--- config.mk ---
export PLATFORM = sky130hd
export DESIGN_NAME = instr_fetch_assembler_flat
export DESIGN_NICKNAME = d
export VERILOG_FILES = /design/src/rtl/instr_fetch_assembler_pkg.sv /design/src/rtl/instr_fetch_assembler_if.sv /design/src/rtl/instr_fetch_assembler_fifo.sv /design/src/rtl/instr_fetch_assembler.sv /design/src/flat_wrapper.sv
export SDC_FILE = /design/constraint.sdc
export NUM_CORES = 1
export LEC_CHECK = 0
export ABC_AREA = 1
export CORE_MARGIN = 8
export CORE_UTILIZATION = 30
export DETAILED_ROUTE_END_ITERATION = 10
export GPL_TIMING_DRIVEN = 1
export HOLD_SLACK_MARGIN = 0.1
export PLACE_DENSITY = 0.54
export SLEW_MARGIN = 20
export SYNTH_ARGS = -nofsm -noshare
export SYNTH_HDL_FRONTEND = slang
export SYNTH_HIERARCHICAL = 1
export SYNTH_SLANG_ARGS = --single-unit
--- constraint.sdc ---
create_clock -name clk -period 1.5 [get_ports clk]
set_input_delay 0.3 -clock clk [delete_from_list [all_inputs] [get_ports clk]]
set_output_delay 0.3 -clock clk [all_outputs]
set_load 0.03 [all_outputs]
--- src/rtl/instr_fetch_assembler_pkg.sv ---
// Shared ISA definitions: opcodes, register index width, program origin,
// the assembled instruction record and the fetch sequencer states.
package isa_pkg;

  localparam int unsigned REG_W      = 4;
  localparam int unsigned PROG_START = 8;

  localparam logic [REG_W-1:0] OP_ADD = 4'd0;
  localparam logic [REG_W-1:0] OP_SUB = 4'd1;
  localparam logic [REG_W-1:0] OP_MUL = 4'd2;
  localparam logic [REG_W-1:0] OP_DIV = 4'd3;
  localparam logic [REG_W-1:0] OP_END = 4'd4;

  typedef struct packed {
    logic [REG_W-1:0] op;
    logic [REG_W-1:0] rd;
    logic [REG_W-1:0] rs1;
    logic [REG_W-1:0] rs2;
  } instr_t;

  typedef enum logic [2:0] {
    S_IDLE,
    S_OP,
    S_RD,
    S_RS1,
    S_RS2,
    S_DRAIN,
    S_DONE,
    S_HALT
  } fetch_state_t;

endpackage

--- src/rtl/instr_fetch_assembler_if.sv ---
// Assembled-instruction stream: valid/ready handshake plus the head fields.
interface instr_fetch_assembler_if;
  import isa_pkg::*;

  logic             instr_valid;
  logic             instr_ready;
  logic [REG_W-1:0] instr_op;
  logic [REG_W-1:0] instr_rd;
  logic [REG_W-1:0] instr_rs1;
  logic [REG_W-1:0] instr_rs2;

  modport master (
    output instr_valid, instr_op, instr_rd, instr_rs1, instr_rs2,
    input  instr_ready
  );

  modport slave (
    input  instr_valid, instr_op, instr_rd, instr_rs1, instr_rs2,
    output instr_ready
  );

endinterface

--- src/rtl/instr_fetch_assembler_fifo.sv ---
// Synchronous FIFO of instr_t; head is read combinationally, push on full is
// accepted only when a pop happens in the same cycle.
module instr_fifo
  import isa_pkg::*;
#(
  parameter int unsigned DEPTH = 2
) (
  input  logic   clk,
  input  logic   rst_n,
  input  logic   push,
  input  instr_t push_data,
  input  logic   pop,
  output instr_t head,
  output logic   full,
  output logic   empty
);

  localparam int unsigned PW = $clog2(DEPTH);

  instr_t        mem [DEPTH];
  logic [PW:0]   wr_ptr;
  logic [PW:0]   rd_ptr;
  logic          pop_ok;
  logic          push_ok;

  assign empty   = (wr_ptr == rd_ptr);
  assign full    = (wr_ptr[PW] != rd_ptr[PW]) && (wr_ptr[PW-1:0] == rd_ptr[PW-1:0]);
  assign pop_ok  = pop & ~empty;
  assign push_ok = push & (~full | pop_ok);
  assign head    = mem[rd_ptr[PW-1:0]];

  always_ff @(posedge clk or negedge rst_n) begin
    if (!rst_n) begin
      for (int unsigned i = 0; i < DEPTH; i++) mem[i] <= '0;
      wr_ptr <= '0;
      rd_ptr <= '0;
    end else begin
      if (push_ok) begin
        mem[wr_ptr[PW-1:0]] <= push_data;
        wr_ptr              <= wr_ptr + 1'b1;
      end
      if (pop_ok) rd_ptr <= rd_ptr + 1'b1;
    end
  end

endmodule

--- src/rtl/instr_fetch_assembler.sv ---
// Walks nibble-wide program memory, assembles {op,rd,rs1,rs2} into a FIFO.
// Optional `ILLEGAL_OP_TRAP_EN: opcodes above END trap to HALT with err set.
module instr_fetch_assembler
  import isa_pkg::*;
#(
  parameter int unsigned ADDR_W     = 6,
  parameter int unsigned START_ADDR = PROG_START,
  parameter int unsigned FIFO_DEPTH = 2
) (
  input  logic                    clk,
  input  logic                    rst_n,
  input  logic                    start,
  output logic [ADDR_W-1:0]       mem_addr,
  input  logic [REG_W-1:0]        mem_data,
  instr_fetch_assembler_if.master instr,
  output logic                    busy,
  output logic                    done,
  output logic                    err
);

  fetch_state_t     state, state_n;
  logic [ADDR_W-1:0] addr_n;
  logic [REG_W-1:0]  op_q, rd_q, rs1_q;
  logic              ld_op, ld_rd, ld_rs1;
  logic              push, pop, fifo_full, fifo_empty;
  logic              err_n, done_n, addr_last;
  instr_t            push_data, head;

  assign addr_last = (mem_addr == '1);
  assign push_data = '{op: op_q, rd: rd_q, rs1: rs1_q, rs2: mem_data};
  assign pop       = instr.instr_valid & instr.instr_ready;
  assign busy      = (state == S_OP) || (state == S_RD) || (state == S_RS1) ||
                     (state == S_RS2) || (state == S_DRAIN);

  assign instr.instr_valid = ~fifo_empty;
  assign instr.instr_op    = head.op;
  assign instr.instr_rd    = head.rd;
  assign instr.instr_rs1   = head.rs1;
  assign instr.instr_rs2   = head.rs2;

  instr_fifo #(.DEPTH(FIFO_DEPTH)) u_fifo (
    .clk       (clk),
    .rst_n     (rst_n),
    .push      (push),
    .push_data (push_data),
    .pop       (pop),
    .head      (head),
    .full      (fifo_full),
    .empty     (fifo_empty)
  );

  always_ff @(posedge clk or negedge rst_n) begin
    if (!rst_n) begin
      state    <= S_IDLE;
      mem_addr <= ADDR_W'(START_ADDR);
      op_q     <= '0;
      rd_q     <= '0;
      rs1_q    <= '0;
      err      <= 1'b0;
      done     <= 1'b0;
    end else begin
      state    <= state_n;
      mem_addr <= addr_n;
      err      <= err_n;
      done     <= done_n;
      if (ld_op)  op_q  <= mem_data;
      if (ld_rd)  rd_q  <= mem_data;
      if (ld_rs1) rs1_q <= mem_data;
    end
  end

  // A fetch at the last address cannot advance: anything but END there is overflow.
  always_comb begin
    state_n = state;
    addr_n  = mem_addr;
    err_n   = err;
    done_n  = done;
    ld_op   = 1'b0;
    ld_rd   = 1'b0;
    ld_rs1  = 1'b0;
    push    = 1'b0;
    case (state)
      S_IDLE, S_DONE: begin
        if (start) begin
          state_n = S_OP;
          addr_n  = ADDR_W'(START_ADDR);
          done_n  = 1'b0;
        end
      end
      S_OP: begin
        if (!fifo_full) begin
          if (mem_data == OP_END) begin
            state_n = S_DRAIN;
            if (!addr_last) addr_n = mem_addr + 1'b1;
          end
`ifdef ILLEGAL_OP_TRAP_EN
          else if (mem_data > OP_END) begin
            err_n   = 1'b1;
            state_n = S_HALT;
          end
`endif
          else begin
            ld_op = 1'b1;
            if (addr_last) begin
              err_n   = 1'b1;
              state_n = S_HALT;
            end else begin
              addr_n  = mem_addr + 1'b1;
              state_n = S_RD;
            end
          end
        end
      end
      S_RD: begin
        ld_rd = 1'b1;
        if (addr_last) begin
          err_n   = 1'b1;
          state_n = S_HALT;
        end else begin
          addr_n  = mem_addr + 1'b1;
          state_n = S_RS1;
        end
      end
      S_RS1: begin
        ld_rs1 = 1'b1;
        if (addr_last) begin
          err_n   = 1'b1;
          state_n = S_HALT;
        end else begin
          addr_n  = mem_addr + 1'b1;
          state_n = S_RS2;
        end
      end
      S_RS2: begin
        push = 1'b1;
        if (addr_last) begin
          err_n   = 1'b1;
          state_n = S_HALT;
        end else begin
          addr_n  = mem_addr + 1'b1;
          state_n = S_OP;
        end
      end
      S_DRAIN: begin
        if (fifo_empty) begin
          state_n = S_DONE;
          done_n  = 1'b1;
        end
      end
      S_HALT: ;
      default: state_n = S_IDLE;
    endcase
  end

endmodule
--- src/flat_wrapper.sv ---
// flat-port wrapper written by rule: the top's interface ports become plain ports
module instr_fetch_assembler_flat import isa_pkg::*;
#(
  parameter int unsigned ADDR_W     = 6,
  parameter int unsigned START_ADDR = PROG_START,
  parameter int unsigned FIFO_DEPTH = 2
)
  (clk, rst_n, start, mem_addr, mem_data, busy, done, err, instr_instr_valid, instr_instr_op, instr_instr_rd, instr_instr_rs1, instr_instr_rs2, instr_instr_ready);
  instr_fetch_assembler_if instr_i ();
  input  logic clk;
  input  logic rst_n;
  input  logic start;
  output logic [ADDR_W-1:0] mem_addr;
  input  logic [REG_W-1:0] mem_data;
  output logic busy;
  output logic done;
  output logic err;
  output wire logic [$bits(instr_i.instr_valid)-1:0] instr_instr_valid;
  output wire logic [$bits(instr_i.instr_op)-1:0] instr_instr_op;
  output wire logic [$bits(instr_i.instr_rd)-1:0] instr_instr_rd;
  output wire logic [$bits(instr_i.instr_rs1)-1:0] instr_instr_rs1;
  output wire logic [$bits(instr_i.instr_rs2)-1:0] instr_instr_rs2;
  input wire logic [$bits(instr_i.instr_ready)-1:0] instr_instr_ready;
  assign instr_instr_valid = instr_i.instr_valid;
  assign instr_instr_op = instr_i.instr_op;
  assign instr_instr_rd = instr_i.instr_rd;
  assign instr_instr_rs1 = instr_i.instr_rs1;
  assign instr_instr_rs2 = instr_i.instr_rs2;
  assign instr_i.instr_ready = instr_instr_ready;
  instr_fetch_assembler #(.ADDR_W(ADDR_W), .START_ADDR(START_ADDR), .FIFO_DEPTH(FIFO_DEPTH)) u_core (.clk(clk), .rst_n(rst_n), .start(start), .mem_addr(mem_addr), .mem_data(mem_data), .instr(instr_i), .busy(busy), .done(done), .err(err));
endmodule
==> results.md <==
- Status: finished, violations left
- Violations in the final reports: negative setup slack
- Required @ worst endpoint: 1740 ps
- Pin count of the biggest net entering global routing: 60
- Hold Fails Final Rpt: 0
- Number of flops mapped to enable cells by yosys: 0
- Max-Slew Margin vs Limit: 77.8%
- Count of input and output buffers: 33
- Post-route ant nets: 0
- Dpl ws: -189 ps
- Detail-routed net length per standard cell: 14.9 um
- Synth-to-Final Area Change: 49.1%
- Worst-Skew Late Latency: 340 ps
- Slew at the pin with the worst max-slew slack: 332 ps
- # nets final: 478
- Crit. Startpoint: u_core/u_fifo/rd_ptr[0]$_DFFE_PN0P_
- Synth Net Count: 389
- Power per standard cell area: 2460 nW/um^2
- I/O pins: 34
- Routed wire length: 9040 um
- Hold crit path type: reg2reg
- Width of the die: 117 um
- Clock sink count: 59
- DRC marker count from the first detailed-route iteration: 139
- Layout filler cell count: 1,005
- Critical path peak fanout: 6
- Final antenna diode count: 0
- Max-cap violations: 0
- Part of the cycle the worst path needs: 121%
- Smallest setup slack after layout: -311 ps
- Clock tree from TritonCTS: built
- Wire length of the first global-routing pass: 14,000 um
- Count of standard-cell rows: 36
- Average size of a mapped cell: 8.00 um^2
- Die Footprint: 13,600 um^2
- Overflow after GRT: 0
- Startpoint of the worst register-to-register path: u_core/u_fifo/rd_ptr[0]$_DFFE_PN0P_
- RePlAce Congestion: 0.813
- Buffer depth of the longest clock path: 2
- Die Y-Extent: 117 um
- Synth unique cells: 32
- Leak pwr: 0.00233 uW
- Final core occ: 46.2%
- DRC errors left: 0
- Register area share after synthesis: 48.6%
- Core area: 9820 um^2
- Crit. End Element: flip-flop
- Fraction of final layout cells with drive strength greater than 1: 38.0%
- Most used flip-flop cell after synthesis: dfrtp_1
- Number of antenna violations at the first check in global routing: 0
- Worst clock skew: 11.9 ps
- Unrepaired setup endpoints after global routing: true
- Cell area after placement: 3720 um^2
- Tightest hold margin: 472 ps
- Number of global-route vias before repair: 2,811
- Worst Reg-to-Reg Cells: 13
- Fmax: 552 MHz
- Crit path capture: u_core/u_fifo/mem[24]$_DFFE_PN0P_
- Clock transition at the register clock pins on the worst setup and hold paths after CTS: 80 ps
- Setup violation total in the final timing report: 66
- HPWL after DPL: 5290 um
- Number of CTS-inserted buffers: 9
- Clk root buf: clkbuf_8
- Depth of the CTS H-tree: 3
- Flip-flop and latch count after synthesis: 59
- Overall routing resource usage: 13.3%
- Crit Path Category: reg2reg
- Routed vias: 2,842
- DR pass1 iterations: 4
- Effective utilization at floorplan: 31.0%
- Sort of element at the start of the critical path: flip-flop
- Data arrival, critical path: 2050 ps
- Final instance area: 4540 um^2
- Pins Over Slew Limit: 0
- Final critical path time including I/O delays and setup: 1810 ps
- Worst reg-to-reg setup slack: -310 ps
- Capturing point of the worst reg2reg path: u_core/u_fifo/mem[24]$_DFFE_PN0P_
- Worst IR Drop VDD: 1190 uV
- Post-synthesis instance total: 380
- Mean number of vias per cell: 4.68
- Synth async-reset ratio: 100%
- Synthesized area: 3040 um^2
- Yosys warnings: 6
[logic make-up after synthesis]
logic type,synth area share [%]
xor gates and xnor gates,1.44
buffers and inverters,7.08
AOI/OAI and AO/OA,4.48
DFF,48.6
adders and majority gates,0.411
and+or+nand+nor,38.0
[cells in the final DEF, fill, tap and decap left out, types with 4 or more instances in the layout]
cell and count:
nand2_2 34, inv_4 4, buf_6 29, nand3_4 6, buf_12 7, buf_4 40
nand2_4 10, nand3_2 4, a21oi_1 4, o21a_1 4, nor2_1 7, o21ai_0 8
dlygate4sd2_1 5, nand4_1 34, clkdlybuf4s50_1 6, inv_1 12, clkbuf_8 9, inv_2 7
nand2_1 140, dfrtp_1 54, nand3_1 8, dfrtp_2 4
[worst max-delay path, stage by stage, from the launching register on]
cell       delay (ps)
dfrtp_2           460
buf_6             140
nand2_4            70
nand2_4            60
nand2_4            70
inv_4              40
buf_6             110
nor2_4             80
inv_2              50
nand3_4           150
nand3_4           180
clkbuf_16         210
nand2_2            50
nand2_1            40
[repair_timing]
| item | in CTS | in global routing |
|---|---|---|
| setup endpoints to repair | 65 | 71 |
| pin swaps | 10 | 25 |
| hold endpoints to repair | 58 | 0 |
| gates cloned | 3 | 2 |
| gates resized for setup | 42 | 71 |
| setup buffers | 11 | 8 |
| hold buffers | 1 | 0 |
[flip-flops by register name (all words and copies together), names as in the netlist]
register and cells:
u_core/err 1, u_core/mem_addr 6, u_core/done 1, u_core/u_fifo/mem 32, u_core/u_fifo/rd_ptr 2, u_core/rs1_q 4, u_core/u_fifo/wr_ptr 2, u_core/op_q 4
u_core/state 3, u_core/rd_q 4
[cells in the mapped netlist, drive strengths merged (2+ instances only)]
| library cell | number | area (um^2) |
|---|---|---|
| nand4 | 34 | 213 |
| clkbuf | 6 | 22.5 |
| xnor2 | 3 | 26.3 |
| xor2 | 2 | 17.5 |
| nand3 | 16 | 128 |
| dfrtp | 58 | 1450 |
| o21ai | 10 | 50.0 |
| nor2 | 13 | 67.6 |
| nand2 | 184 | 726 |
| buf | 12 | 85.1 |
| inv | 24 | 90.1 |
| o21a | 4 | 30.0 |
| a21oi | 6 | 33.8 |
[where the power goes]
group	total, uW	internal, uW	switching, uW
clock	1660	946	716
sequential	2840	2280	560
combinational	6640	2940	3700
[layer usage]
layer,wire [um],up-vias,track usage (%)
met5,0,-,0
met2,4440,65,22.0
met3,501,7,4.50
li1,-,1410,-
met1,4020,1360,15.9
met4,85,0,4.27
[how the worst min path moves through the flow]
stage | to | start | slack, ps | cells past startpoint
after CTS | u_core/u_fifo/mem[3]$_DFFE_PN0P_ | u_core/u_fifo/mem[3]$_DFFE_PN0P_ | 480 | 2
final | u_core/u_fifo/mem[3]$_DFFE_PN0P_ | u_core/u_fifo/mem[3]$_DFFE_PN0P_ | 470 | 2
after global routing | u_core/u_fifo/mem[3]$_DFFE_PN0P_ | u_core/u_fifo/mem[3]$_DFFE_PN0P_ | 490 | 2
after detailed placement | u_core/mem_addr[5]$_DFFE_PN0P_ | rst_n | 340 | 2
after floorplan | u_core/done$_DFFE_PN0P_ | rst_n | 4 | 0
after global placement | u_core/mem_addr[5]$_DFFE_PN0P_ | rst_n | 330 | 2
[stage by stage]
| stage | cells | power (uW) | setup TNS, ps |
|---|---|---|---|
| 4_1_cts | 598 | 10200 | -11440 |
| 2_1_floorplan | 380 | 5990 | -284 |
| 3_5_place_dp | 567 | 7810 | -5640 |
| 5_1_grt | 607 | 11900 | -18560 |
| 3_3_place_gp | 567 | 7720 | -5240 |
| 6_report | 607 | 11100 | -13680 |
[area by class of cell]
type | instances | area [um^2] | area share (%)
Tap cell | 133 | 166 | 3.67
Clock buffer | 9 | 124 | 2.73
Multi-Input combinational cell | 280 | 1570 | 34.7
Inverter | 25 | 115 | 2.54
Clock inverter | 7 | 100 | 2.21
Timing Repair Buffer | 94 | 973 | 21.5
Sequential cell | 59 | 1480 | 32.7
(Power assumes the default switching activity.)
